## config.mk

```make
export PLATFORM = sky130hd
export DESIGN_NAME = sa_ram_rd_ctrl
export DESIGN_NICKNAME = d
export VERILOG_FILES = /design/src/rtl/sa_ram_pkg.sv /design/src/rtl/sa_ram_rd_skid.sv /design/src/rtl/sa_ram_rd_ctrl.sv
export SDC_FILE = /design/constraint.sdc
export NUM_CORES = 1
export LEC_CHECK = 0
export ABC_CLOCK_PERIOD_IN_PS = 6200
export BUFFER_PORTS_ARGS = -buffer_cell sky130_fd_sc_hd__buf_2
export CAP_MARGIN = 10
export CORE_AREA = 2 2 286 288
export CTS_CLUSTER_DIAMETER = 80
export DETAILED_ROUTE_END_ITERATION = 7
export DIE_AREA = 0 0 288 290
export GPL_TIMING_DRIVEN = 0
export SLEW_MARGIN = 25
export SYNTH_ARGS = -nofsm -noshare
export SYNTH_HDL_FRONTEND = slang
export SYNTH_SLANG_ARGS = --single-unit
export TNS_END_PERCENT = 10
```

## constraint.sdc

```tcl
create_clock -name nvdla_core_clk -period 6.2 [get_ports nvdla_core_clk]
set_input_delay 1.24 -clock nvdla_core_clk [delete_from_list [all_inputs] [get_ports nvdla_core_clk]]
set_output_delay 1.24 -clock nvdla_core_clk [all_outputs]
set_load 0.01 [all_outputs]
```

## src/rtl/sa_ram_pkg.sv

```systemverilog
// ============================================================================
// Module      : sa_ram_pkg
// Description : Geometry constants and FSM encoding for the SA RAM read path.
// Revision    : 1.0 - initial release
// ============================================================================
`default_nettype none

package sa_ram_pkg;

    localparam int SA_RAM_DEPTH = 128;
    localparam int SA_RAM_AW    = 7;
    localparam int SA_RAM_DW    = 256;

    typedef enum logic [0:0] {
        ST_IDLE  = 1'b0,
        ST_BURST = 1'b1
    } rd_state_e;

    // Address increment that wraps at the end of the RAM.
    function automatic logic [SA_RAM_AW-1:0] sa_ram_next_addr(input logic [SA_RAM_AW-1:0] addr);
        return SA_RAM_AW'((int'(addr) + 1) % SA_RAM_DEPTH);
    endfunction

endpackage

`default_nettype wire

```

## src/rtl/sa_ram_rd_skid.sv

```systemverilog
// ============================================================================
// Module      : sa_ram_rd_skid
// Description : Two-entry FIFO of {last, data} with valid/ready output side.
// Revision    : 1.0 - initial release
// ============================================================================
`default_nettype none

module sa_ram_rd_skid
    import sa_ram_pkg::*;
(
    input  logic                 clk,
    input  logic                 rst_n,
    input  logic                 push,
    input  logic                 push_last,
    input  logic [SA_RAM_DW-1:0] push_data,
    output logic                 out_vld,
    input  logic                 out_rdy,
    output logic [SA_RAM_DW-1:0] out_data,
    output logic                 out_last,
    output logic [1:0]           occupancy
);

    logic [SA_RAM_DW:0] r_mem [2];
    logic               r_wr_ptr;
    logic               r_rd_ptr;
    logic [1:0]         r_cnt;
    logic               w_pop;

    assign w_pop     = out_vld & out_rdy;
    assign out_vld   = (r_cnt != 2'd0);
    assign out_last  = r_mem[r_rd_ptr][SA_RAM_DW];
    assign out_data  = r_mem[r_rd_ptr][SA_RAM_DW-1:0];
    assign occupancy = r_cnt;

    // The upstream credit check guarantees push never targets a full FIFO.
    always_ff @(posedge clk or negedge rst_n) begin
        if (!rst_n) begin
            for (int i = 0; i < 2; i++) begin
                r_mem[i] <= '0;
            end
            r_wr_ptr <= 1'b0;
            r_rd_ptr <= 1'b0;
            r_cnt    <= 2'd0;
        end else begin
            if (push) begin
                r_mem[r_wr_ptr] <= {push_last, push_data};
                r_wr_ptr        <= ~r_wr_ptr;
            end
            if (w_pop) begin
                r_rd_ptr <= ~r_rd_ptr;
            end
            r_cnt <= r_cnt + {1'b0, push} - {1'b0, w_pop};
        end
    end

endmodule

`default_nettype wire

```

## src/rtl/sa_ram_rd_ctrl.sv

```systemverilog
// ============================================================================
// Module      : sa_ram_rd_ctrl
// Description : Burst read controller: issues credited RAM reads and streams
//               the words out through a 2-entry skid FIFO.
//               Optional macro SA_RAM_RD_CTRL_PERF_EN adds perf counters.
// Revision    : 1.0 - initial release
// ============================================================================
`default_nettype none

module sa_ram_rd_ctrl
    import sa_ram_pkg::*;
(
    input  logic                 nvdla_core_clk,
    input  logic                 nvdla_core_rstn,
    input  logic                 cmd_pvld,
    output logic                 cmd_prdy,
    input  logic [SA_RAM_AW-1:0] cmd_addr,
    input  logic [SA_RAM_AW-1:0] cmd_len,
    output logic [SA_RAM_AW-1:0] ram_ra,
    output logic                 ram_re,
    input  logic [SA_RAM_DW-1:0] ram_dout,
    output logic                 dat_pvld,
    input  logic                 dat_prdy,
    output logic [SA_RAM_DW-1:0] dat_pd,
    output logic                 dat_last
`ifdef SA_RAM_RD_CTRL_PERF_EN
    ,
    output logic [31:0]          perf_beat_cnt,
    output logic [31:0]          perf_stall_cnt
`endif
);

    rd_state_e            r_state;
    rd_state_e            w_state_nxt;
    logic [SA_RAM_AW-1:0] r_addr;
    logic [SA_RAM_AW-1:0] r_remain;
    logic                 r_inflight;
    logic                 r_inflight_last;
    logic [1:0]           w_occ;
    logic                 w_pop;
    logic [2:0]           w_commit;
    logic                 w_credit_ok;
    logic                 w_cmd_hs;

    assign w_pop       = dat_pvld & dat_prdy;
    // Words already owed to the FIFO, net of the one leaving this cycle.
    assign w_commit    = {1'b0, w_occ} + {2'b0, r_inflight} - {2'b0, w_pop};
    assign w_credit_ok = (w_commit < 3'd2);
    assign w_cmd_hs    = cmd_pvld & cmd_prdy;
    assign ram_ra      = r_addr;

    always_ff @(posedge nvdla_core_clk or negedge nvdla_core_rstn) begin
        if (!nvdla_core_rstn) begin
            r_state <= ST_IDLE;
        end else begin
            r_state <= w_state_nxt;
        end
    end

    always_comb begin
        w_state_nxt = r_state;
        cmd_prdy    = 1'b0;
        ram_re      = 1'b0;
        case (r_state)
            ST_IDLE: begin
                cmd_prdy = nvdla_core_rstn;
                if (cmd_pvld && nvdla_core_rstn) begin
                    w_state_nxt = ST_BURST;
                end
            end
            ST_BURST: begin
                ram_re = w_credit_ok;
                if (w_credit_ok && (r_remain == '0)) begin
                    w_state_nxt = ST_IDLE;
                end
            end
            default: begin
                w_state_nxt = ST_IDLE;
            end
        endcase
    end

    always_ff @(posedge nvdla_core_clk or negedge nvdla_core_rstn) begin
        if (!nvdla_core_rstn) begin
            r_addr          <= '0;
            r_remain        <= '0;
            r_inflight      <= 1'b0;
            r_inflight_last <= 1'b0;
        end else begin
            if (w_cmd_hs) begin
                r_addr   <= cmd_addr;
                r_remain <= cmd_len;
            end else if (ram_re) begin
                r_addr   <= sa_ram_next_addr(r_addr);
                r_remain <= r_remain - 1'b1;
            end
            r_inflight      <= ram_re;
            r_inflight_last <= ram_re && (r_remain == '0);
        end
    end

    sa_ram_rd_skid u_skid (
        .clk       (nvdla_core_clk),
        .rst_n     (nvdla_core_rstn),
        .push      (r_inflight),
        .push_last (r_inflight_last),
        .push_data (ram_dout),
        .out_vld   (dat_pvld),
        .out_rdy   (dat_prdy),
        .out_data  (dat_pd),
        .out_last  (dat_last),
        .occupancy (w_occ)
    );

`ifdef SA_RAM_RD_CTRL_PERF_EN
    always_ff @(posedge nvdla_core_clk or negedge nvdla_core_rstn) begin
        if (!nvdla_core_rstn) begin
            perf_beat_cnt  <= '0;
            perf_stall_cnt <= '0;
        end else begin
            if (w_pop && (perf_beat_cnt != 32'hFFFF_FFFF)) begin
                perf_beat_cnt <= perf_beat_cnt + 32'd1;
            end
            if (dat_pvld && !dat_prdy && (perf_stall_cnt != 32'hFFFF_FFFF)) begin
                perf_stall_cnt <= perf_stall_cnt + 32'd1;
            end
        end
    end
`endif

endmodule

`default_nettype wire

```

======== Word-level counts from Yosys, hierarchy flattened ========
Cells that the tools add are included.
word-level totals
  bits of input ports ..................... 274
  logic and storage cells ................. 49
  bits in registers ....................... 535
cells by class
  $add $sub $neg .......................... 6
  multiplexer cells ....................... 15
  reduce and logical (&&, ||, !) cells .... 7
  bitwise logic cells ..................... 7
  $lt $le $gt $ge ......................... 4
operators with widths
  cell                                                        number
  2-to-1 mux 257 bit                                          4
  bitwise mux 514 bit                                         1
  demux 257 bit (select 1 bit)                                1
  2-to-1 mux 7 bit                                            4
  adder 7 x 1 -> 7 bit, second input constant                 1
  zero test 7 bit                                             1
  subtractor 7 x 1 -> 7 bit, second input constant            1
  greater-or-equal comparator 2 bit, second input constant    2
  logical AND 1 bit                                           4
  2-to-1 mux 1 bit                                            4
  inverter 1 -> 2 bit                                         2
  nonzero test 2 bit                                          2
  adder 2 x 1 -> 3 bit                                        1
  less-than comparator 3 x 2 -> 1 bit, second input constant  1
  inverter 1 bit                                              3
  subtractor 3 x 1 -> 3 bit                                   1
  adder 2 x 1 -> 2 bit                                        1
  bitwise AND 1 bit                                           2
  less-than comparator 2 x 1 -> 1 bit, second input constant  1
  case mux 1 bit (2 select lines)                             1
  subtractor 2 x 1 -> 2 bit                                   1

======== Logic depth before layout (Yosys ltp) ========
Gate-level depths: netlist (run 1).
  word-level depth ........................ 7
  depth in mapped cells ................... 12
  gate-level depth less buffers ........... 12

======== Hierarchy ========
From an unflattened synthesis (run 1), not the netlist that was laid out.
unflattened totals
  cells, all modules ...................... 1489
  area total of the unflattened synthesis .. 24263.3 um2
modules (own cells, without submodules)
  module          times used  cells an instance  area an instance (um2)  seq. area each (um2)
  sa_ram_rd_skid  1           1387               23307.4                 12962.4
  sa_ram_rd_ctrl  1           102                955.9                   425.4

======== Worst setup path after synthesis (run 1) ========
OpenSTA, ideal clock, no wires.
  kind .................................... in2out
  start ................................... input dat_prdy
  end ..................................... output ram_re
  required time ........................... 4960 ps
  data arrival time ....................... 3001 ps
  stages .................................. 8
  path slack .............................. 1959 ps
  cell sequence ........................... and2_1 ha_1 inv_1 ha_1 fa_1 nor2b_1 nand2_1 inv_1
between the ends
  longest elaborated chain between the ends .. 4
ends and longest elaborated chain
  element                              line                  text
  start: declaration                   sa_ram_rd_ctrl.sv:23  input logic dat_prdy,
  bitwise AND 1 bit                    sa_ram_rd_ctrl.sv:45  assign w_pop = dat_pvld & dat_prdy;
  subtractor 3 x 1 -> 3 bit            sa_ram_rd_ctrl.sv:47  assign w_commit = {1'b0, w_occ} + {2'b0, r_inflight} - {2'b0, w_pop};
  via w_commit[1]                      sa_ram_rd_ctrl.sv:41  logic [2:0] w_commit;
  less-than comparator 3 x 2 -> 1 bit  sa_ram_rd_ctrl.sv:48  assign w_credit_ok = (w_commit < 3'd2);
  2-to-1 mux 1 bit                     sa_ram_rd_ctrl.sv:64  case (r_state)
  end: declaration                     sa_ram_rd_ctrl.sv:20  output logic ram_re,
The timed path passes the listed nets, and every way through them passes these cells.

======== Worst setup path after layout (run 1) ========
  start ................................... input dat_prdy
  end ..................................... output ram_re
between the ends
  longest elaborated chain between the ends .. 4
ends and longest elaborated chain
  element                              line                  text
  bitwise AND 1 bit                    -
  via u_skid.w_pop                     sa_ram_rd_skid.sv:27  logic w_pop;
  subtractor 3 x 1 -> 3 bit            sa_ram_rd_ctrl.sv:47
  via w_commit[1]                      sa_ram_rd_ctrl.sv:41
  less-than comparator 3 x 2 -> 1 bit  sa_ram_rd_ctrl.sv:48
  2-to-1 mux 1 bit                     sa_ram_rd_ctrl.sv:64
The timed path passes the listed nets, and every way through them passes these cells.

==> results of run 1 <==
[area by class of cell]
class,instances,share of cell area (%)
tap,1060,4.51
antenna,14,0.119
timing repair buffer,546,9.78
sequential,535,45.5
buffer,88,1.46
inverter,7,0.0893
clock buffer,81,5.96
clock inverter,29,1.22
multi-input combinational,857,31.4
[final timing paths]
check                      cells after the start                       endpoint                           from  slack (ns)
setup / recovery                              10                         ram_re                       dat_prdy        1.34
hold / removal                                 1    u_skid.r_wr_ptr$_DFFE_PN0P_    u_skid.r_wr_ptr$_DFFE_PN0P_        0.49
setup reg to reg                              12        r_remain[3]$_DFFE_PN0P_  u_skid.occupancy[1]$_DFF_PN0_        3.00
hold reg to reg                                1    u_skid.r_wr_ptr$_DFFE_PN0P_    u_skid.r_wr_ptr$_DFFE_PN0P_        0.49
max in group asynchronous                      4  u_skid.r_mem[197]$_DFFE_PN0P_                nvdla_core_rstn        4.09
min in group asynchronous                      1  u_skid.r_mem[118]$_DFFE_PN0P_                nvdla_core_rstn        0.53
[flip-flops by register name (all words and copies together) (netlist names)]
| register | cells |
|---|---|
| r_inflight | 1 |
| r_inflight_last | 1 |
| r_remain | 7 |
| r_state | 1 |
| ram_ra | 7 |
| u_skid.occupancy | 2 |
| u_skid.r_mem | 514 |
| u_skid.r_rd_ptr | 1 |
| u_skid.r_wr_ptr | 1 |
[cells in the final DEF (no fill, tap or decap), types with 3 or more instances in the layout]
cell	netlist	final
nor2_1	7	7
inv_1	7	7
a221o_1	3	3
nand2_1	18	18
mux2_2	771	771
clkbuf_1	9	12
buf_2	76	615
nor2b_1	3	3
clkinv_2	0	14
buf_16	0	6
o21ai_0	9	9
buf_1	3	3
dfrtp_1	535	535
clkbuf_2	0	3
clkbuf_16	0	62
clkbuf_8	0	13
ha_1	5	5
diode_2	0	14
xor2_1	6	6
nor3_1	6	6
bufinv_16	0	7
nand3_1	3	3
xnor2_1	4	4
[routing by layer]
metal | up-vias | wire length (microns) | share of wire (%) | GRT usage, %
met3 | 126 | 3610 | 5.5 | 3.64
met1 | 7664 | 25400 | 39 | 17.5
met4 | 6 | 2310 | 3.5 | 6.36
met2 | 395 | 34100 | 52 | 27.4
li1 | 6573 | - | - | -
met5 | - | 46 | 0.070 | 0
[per-stage QoR]
step	hold WS (ns)	TNS, ns	setup slack (ns)	cells
6_report	0.493	0	1.34	3217
5_1_grt	0.509	0	1.22	3217
4_1_cts	0.498	0	1.38	3203
3_5_place_dp	0.486	0	1.39	3093
3_3_place_gp	0.479	-3665.15	-6.76	3087
2_1_floorplan	0.463	0	1.96	1487
[cells by family (layout without fill, tap and decap cells)]
kind of cell    Yosys count  in the layout  synth area share [%]
flops                   535            535                  58.0
mux                     771            771                  37.6
simple gates             48             48                  1.01
other cells               0             14                     0
buf+inv                  95            751                  1.96
xor+xnor                 10             10                 0.380
compound gates           22             22                 0.629
fa+ha+maj                 6              6                 0.358
[power groups by stage]
| stage | sequential (mW) | combinational [mW] | clock (mW) |
|---|---|---|---|
| floorplan | 5.91 | 5.02 | 0 |
| global placement | 6.06 | 7.52 | 0 |
| detailed placement | 6.21 | 7.70 | 0 |
| CTS | 6.15 | 7.74 | 3.86 |
| global route | 6.36 | 8.16 | 4.01 |
| finish | 6.16 | 7.57 | 3.75 |
==> summary.md, run 1 <==
| Metric | Value |
|---|---|
| Pin count of the biggest net entering global routing | `98` |
| DR DRC count | `0` |
| Area Growth Syn to Fin | `27.6%` |
| Io pins | `541` |
| Clk buf depth | `3` |
| Clock share of power | `between 20% and 30%` |
| Wire per inst | `a little over 20 microns` |
| Syn Nets | `1767` |
| Sequential Power Share | `35.2%` |
| PwrDens | `594 nW/um^2` |
| Cell taking the most area after synthesis | `dfrtp_1` |
| Switching Share | `33.8%` |
| Yosys synthesis warning count | `0` |
| First-pass GRT wire length | `99.4 mm` |
| Total of max-cap violations | `0` |
| Gr ovfl total | `0` |
| VDD IR max | `about 0.00033 V` |
| Synth area leaders | `dfrtp_1, mux2_2, buf_2, nand2_1, ha_1` |
| Fin crit share | `roughly four fifths` |
| FF+latch count, synth | `between 500 and 600` |
| DP HPWL | `49.5 mm` |
| Startpoint types | `input pin` |
| Worst-Skew Late Latency | `0.62 ns` |
| Max Fclk | `0.206 GHz` |
| Hold bufs inserted after CTS | `0` |
| Critical path arrival | `3.62 ns` |
| Sequential area share after synthesis | `58.0%` |
| Total number of vias | `14.8k` |
| CP max stage cell | `fa_1` |
| Top delay family on crit path | `adder cells` |
| Tmin final | `slightly below 5 ns` |
| RD Place Congestion | `0.813` |
| Nature of the critical path endpoint | `output port` |
| Clk_skew | `roughly 0.028 ns` |
| Die X | `288 microns` |
| CTS tree | `yes` |
| Cts repair resizes | `0` |
| WP buf/inv | `4` |
| Antenna-violating nets left | `0` |
| Share of layout cells above drive strength 1 | `70.0%` |
| Cell Rows | `104` |
| RSZ-0062 raised after global routing | `no` |
| CP Max Fanout | `8` |
| Setup violators final | `0` |
| DP Area | `27300 sq um` |
| Port bufs | `540` |
| Tot Pwr | `roughly 17 mW` |
| Worst Tran Pin Value | `a little over 0.9 ns` |
| Rel. slew slack | `slightly below 40%` |
| Footprint of the multi-input gates | `9230 sq um` |
| Final design utilization | `36.7%` |
| Cell Chain, Critical Path | `buf_2 -> and2_1 -> ha_1 -> inv_1 -> ha_1 -> fa_1 -> nor2b_1 -> nand2_1 -> inv_1 -> buf_2` |
| GRT Overall Usage | `between 15 and 20%` |
| EDFF count, synth | `0` |
| Internal power | `between 10 and 15 mW` |
| CP peak stage delay | `around 0.57 ns` |
| Vias per cell | `4.59` |
| Post-Syn Instances | `1487` |
| Synth async-reset ratio | `100%` |
| Status | `complete, no violations` |
| Final nets | `2376` |
| Final wirelength | `65.5 mm` |
| Register area | `roughly 13000 sq um` |
| CTS buffer count | `61` |
| CTS H-tree depth | `2` |
| Antenna violations before repair | `19` |
| Most common cell in the synthesized netlist | `mux2_2` |
| HP Class | `flip-flop to flip-flop` |
| Number of setup buffers added after CTS | `0` |
| Core ar. | `80200 sq um` |
| Die area | `83500 sq um` |
| Mapped Area | `23100 sq um` |
| Die height | `290 microns` |
| Pins Over Slew Limit | `0` |
| Leakage power figure | `13.2 nW` |
| Reg clk slew, reported paths | `0.06 ns` |
| Design Area, Final | `29400 sq um` |
| Critical Path RT | `4.96 ns` |
| Most instantiated cells after synthesis | `mux2_2, dfrtp_1, buf_2` |
| Initial core utilization | `between 20% and 30%` |
| Synthesized area per cell | `roughly 16 sq um` |
| CTS sink count | `535` |
| NetSw | `5.90 mW` |
| DR pass1 iterations | `4` |
| Filler Cell Count | `around 7.8k` |
| Vias in the first global route | `16.5k` |
| Yosys cell types | `33` |
| Top-area cell type share of the netlist area | `about three fifths` |
| Root buffer cell | `clkbuf_16` |
| Combinational Power Share | `43.3%` |
| Path type of the worst setup path | `input pin to output port` |
| Initial drt markers | `461` |
| Final hold vios | `0` |
| Ys flop type | `dfrtp_1` |
Power figures use the tool's default switching activity.
==> run 2, diff against run 1 <==
Settings changed: ABC_CLOCK_PERIOD_IN_PS 6200 to 4600.
Clock period 6.2 ns to 4.6 ns, I/O delays scaled along.
==> run 2 against run 1 <==
Compared with the run above: cell count is the same; register-to-register slack lost 1.5 ns; power grew 35%; first-iteration DRC count grew 3.5%; via count is essentially flat; sequential share of layout area is essentially flat; largest power group unchanged.
==> summary.md, run 2 (same netlist as run 1, synthesis figures left out) <==
| Metric | Value |
|---|---|
| Status | `complete, no violations` |
| Final wirelength | `65.5 mm (about the same)` |
| VDD IR max | `0.000439 V (+35%)` |
| Setup violators final | `0 (unchanged)` |
| Path type of the worst setup path | `flip-flop to output port` |
| Worst-Skew Late Latency | `0.62 ns (about the same)` |
| Pins Over Slew Limit | `0 (unchanged)` |
| RD Place Congestion | `0.813 (unchanged)` |
| Sequential Power Share | `35.2% (about the same)` |
| Antenna-violating nets left | `0 (unchanged)` |
| Io pins | `541 (unchanged)` |
| Core ar. | `80200 sq um (unchanged)` |
| Most frequent cells in the layout | `mux2_2, buf_2, dfrtp_1` |
| Footprint of the multi-input gates | `9230 sq um (about the same)` |
| Tot Pwr | `23.6 mW (+35%)` |
| Commonest non-fill, non-tap cell in the layout | `mux2_2` |
| RR Startpoint | `u_skid.occupancy[1]$_DFF_PN0_` |
| Clock share of power | `21.4% (about the same)` |
| PwrDens | `800 nW/um^2 (+35%)` |
| CP Max Fanout | `8 (unchanged)` |
| Pin count of the biggest net entering global routing | `98 (unchanged)` |
| Cell mode on critical path | `inv_1` |
| Root buffer cell | `clkbuf_16` |
| Initial core utilization | `28.8% (unchanged)` |
| First-pass GRT wire length | `99.4 mm (unchanged)` |
| Final hold vios | `0 (unchanged)` |
| Largest Register | `u_skid.r_mem` |
| GRT Overall Usage | `15.4% (unchanged)` |
| CTS sink count | `535 (unchanged)` |
| DP HPWL | `49.5 mm (unchanged)` |
| TNS Setup | `0 ns (unchanged)` |
| Critical path arrival | `3.42 ns (-0.20 ns)` |
| Worst Setup SP | `u_skid.occupancy[1]$_DFF_PN0_` |
| Wire per inst | `20.4 microns (about the same)` |
| Startpoint types | `flip-flop` |
| Die height | `290 microns (unchanged)` |
| CP max stage cell | `fa_1` |
| Combinational Power Share | `43.3% (about the same)` |
| Final nets | `2376 (unchanged)` |
| Gr ovfl total | `0 (unchanged)` |
| Filler Cell Count | `7781 (-0.013%)` |
| Internal power | `15.6 mW (+35%)` |
| Register area | `13400 sq um (unchanged)` |
| NetSw | `7.96 mW (+35%)` |
| DR DRC count | `0 (unchanged)` |
| Total of max-cap violations | `0 (unchanged)` |
| Nature of the critical path endpoint | `output port` |
| Clk buf depth | `3 (unchanged)` |
| Vias in the first global route | `16.5k (unchanged)` |
| Die area | `83500 sq um (unchanged)` |
| Reg clk slew, reported paths | `0.06 ns (about the same)` |
| Area Growth Syn to Fin | `27.6% (about the same)` |
| Max Fclk | `~0.23 GHz` |
| CTS tree | `yes` |
| Antenna violations before repair | `19 (unchanged)` |
| Port bufs | `540 (unchanged)` |
| HP Class | `input pin to asynchronous set/reset pin` |
| Rel. slew slack | `39.1% (+0.18 points)` |
| Initial drt markers | `477 (+3.5%)` |
| Tmin final | `approximately 4.3 ns` |
| WP buf/inv | `4 (unchanged)` |
| Total number of vias | `14.8k (+0.081%)` |
| Share of layout cells above drive strength 1 | `70.0% (about the same)` |
| Max reg flops | `514 (unchanged)` |
| CTS buffer count | `61 (unchanged)` |
| Top delay family on crit path | `adder cells` |
| Worst Tran Pin Value | `0.913 ns (-0.00273 ns)` |
| Cell Rows | `104 (unchanged)` |
| Critical Path RT | `3.68 ns (-1.28 ns)` |
| Die X | `288 microns (unchanged)` |
| RSZ-0062 raised after global routing | `no` |
| Leakage power figure | `13.2 nW (about the same)` |
| Cell Chain, Critical Path | `inv_1 -> nand2_1 -> and2_1 -> ha_1 -> inv_1 -> ha_1 -> fa_1 -> xor2_1 -> nand2_1 -> inv_1 -> buf_2` |
| Switching Share | `33.8% (about the same)` |
| Fin crit share | `between 90% and 100%` |
| CTS H-tree depth | `2 (unchanged)` |
| CP peak stage delay | `0.44 ns (-0.13 ns)` |
| Number of setup buffers added after CTS | `0 (unchanged)` |
| Clk_skew | `0.0291 ns (+0.00150 ns)` |
| DR pass1 iterations | `4 (unchanged)` |
| Vias per cell | `4.59 (about the same)` |
-- run 2: routing by layer --
| metal | global-route usage [%] | routed length [microns] | vias up |
|---|---|---|---|
| li1 | - | - | 6571 |
| met1 | 17.5 | 25500 | 7676 |
| met2 | 27.4 | 34100 | 401 |
| met3 | 3.64 | 3540 | 122 |
| met4 | 6.36 | 2290 | 6 |
| met5 | 0 | 46 | - |
-- run 2: power by group through the flow --
stage          Combinational [mW]  Sequential [mW]  Clock, mW
2_1_floorplan                6.77             7.96          0
3_3_place_gp                 10.1             8.16          0
3_5_place_dp                 10.4             8.37          0
4_1_cts                      10.4             8.29       5.21
5_1_grt                      11.0             8.58       5.41
6_report                     10.2             8.30       5.05
-- run 2: cell type report --
class	instances	share of cell area, %
timing repair buffer	546	9.78
sequential	535	45.5
clock inverter	29	1.22
tap	1060	4.51
clock buffer	81	5.96
antenna	14	0.119
buffer	88	1.46
multi-input combinational	857	31.4
inverter	7	0.0893
-- run 2: worst paths after layout --
check	endpoint	slack, ns	depth (start not counted)
max	ram_re	0.26	11
min	u_skid.r_mem[118]$_DFFE_PN0P_	0.21	1
max reg2reg	r_remain[3]$_DFFE_PN0P_	1.49	12
min reg2reg	u_skid.r_wr_ptr$_DFFE_PN0P_	0.49	1
max in group asynchronous	u_skid.r_mem[197]$_DFFE_PN0P_	2.81	4
min in group nvdla_core_clk	u_skid.r_wr_ptr$_DFFE_PN0P_	0.49	1
-- run 2: stage by stage --
stage	utilization (%)	hold slack, ns	instances	area (sq um)	setup slack (ns)
2_1_floorplan	-	0.463	1487	23100	0.999
3_3_place_gp	33.8	0.479	3087	27100	-8.04
3_5_place_dp	34.0	0.486	3093	27300	0.428
4_1_cts	36.7	0.192	3203	29400	0.171
5_1_grt	36.7	0.210	3217	29400	0.0502
6_report	36.7	0.211	3217	29400	0.260
-- run 2: repair_timing --
item                                    in CTS  in global routing
endpoints found under the setup margin       0                  1
gates resized for setup                      0                  1
hold buffers                                 0                  0
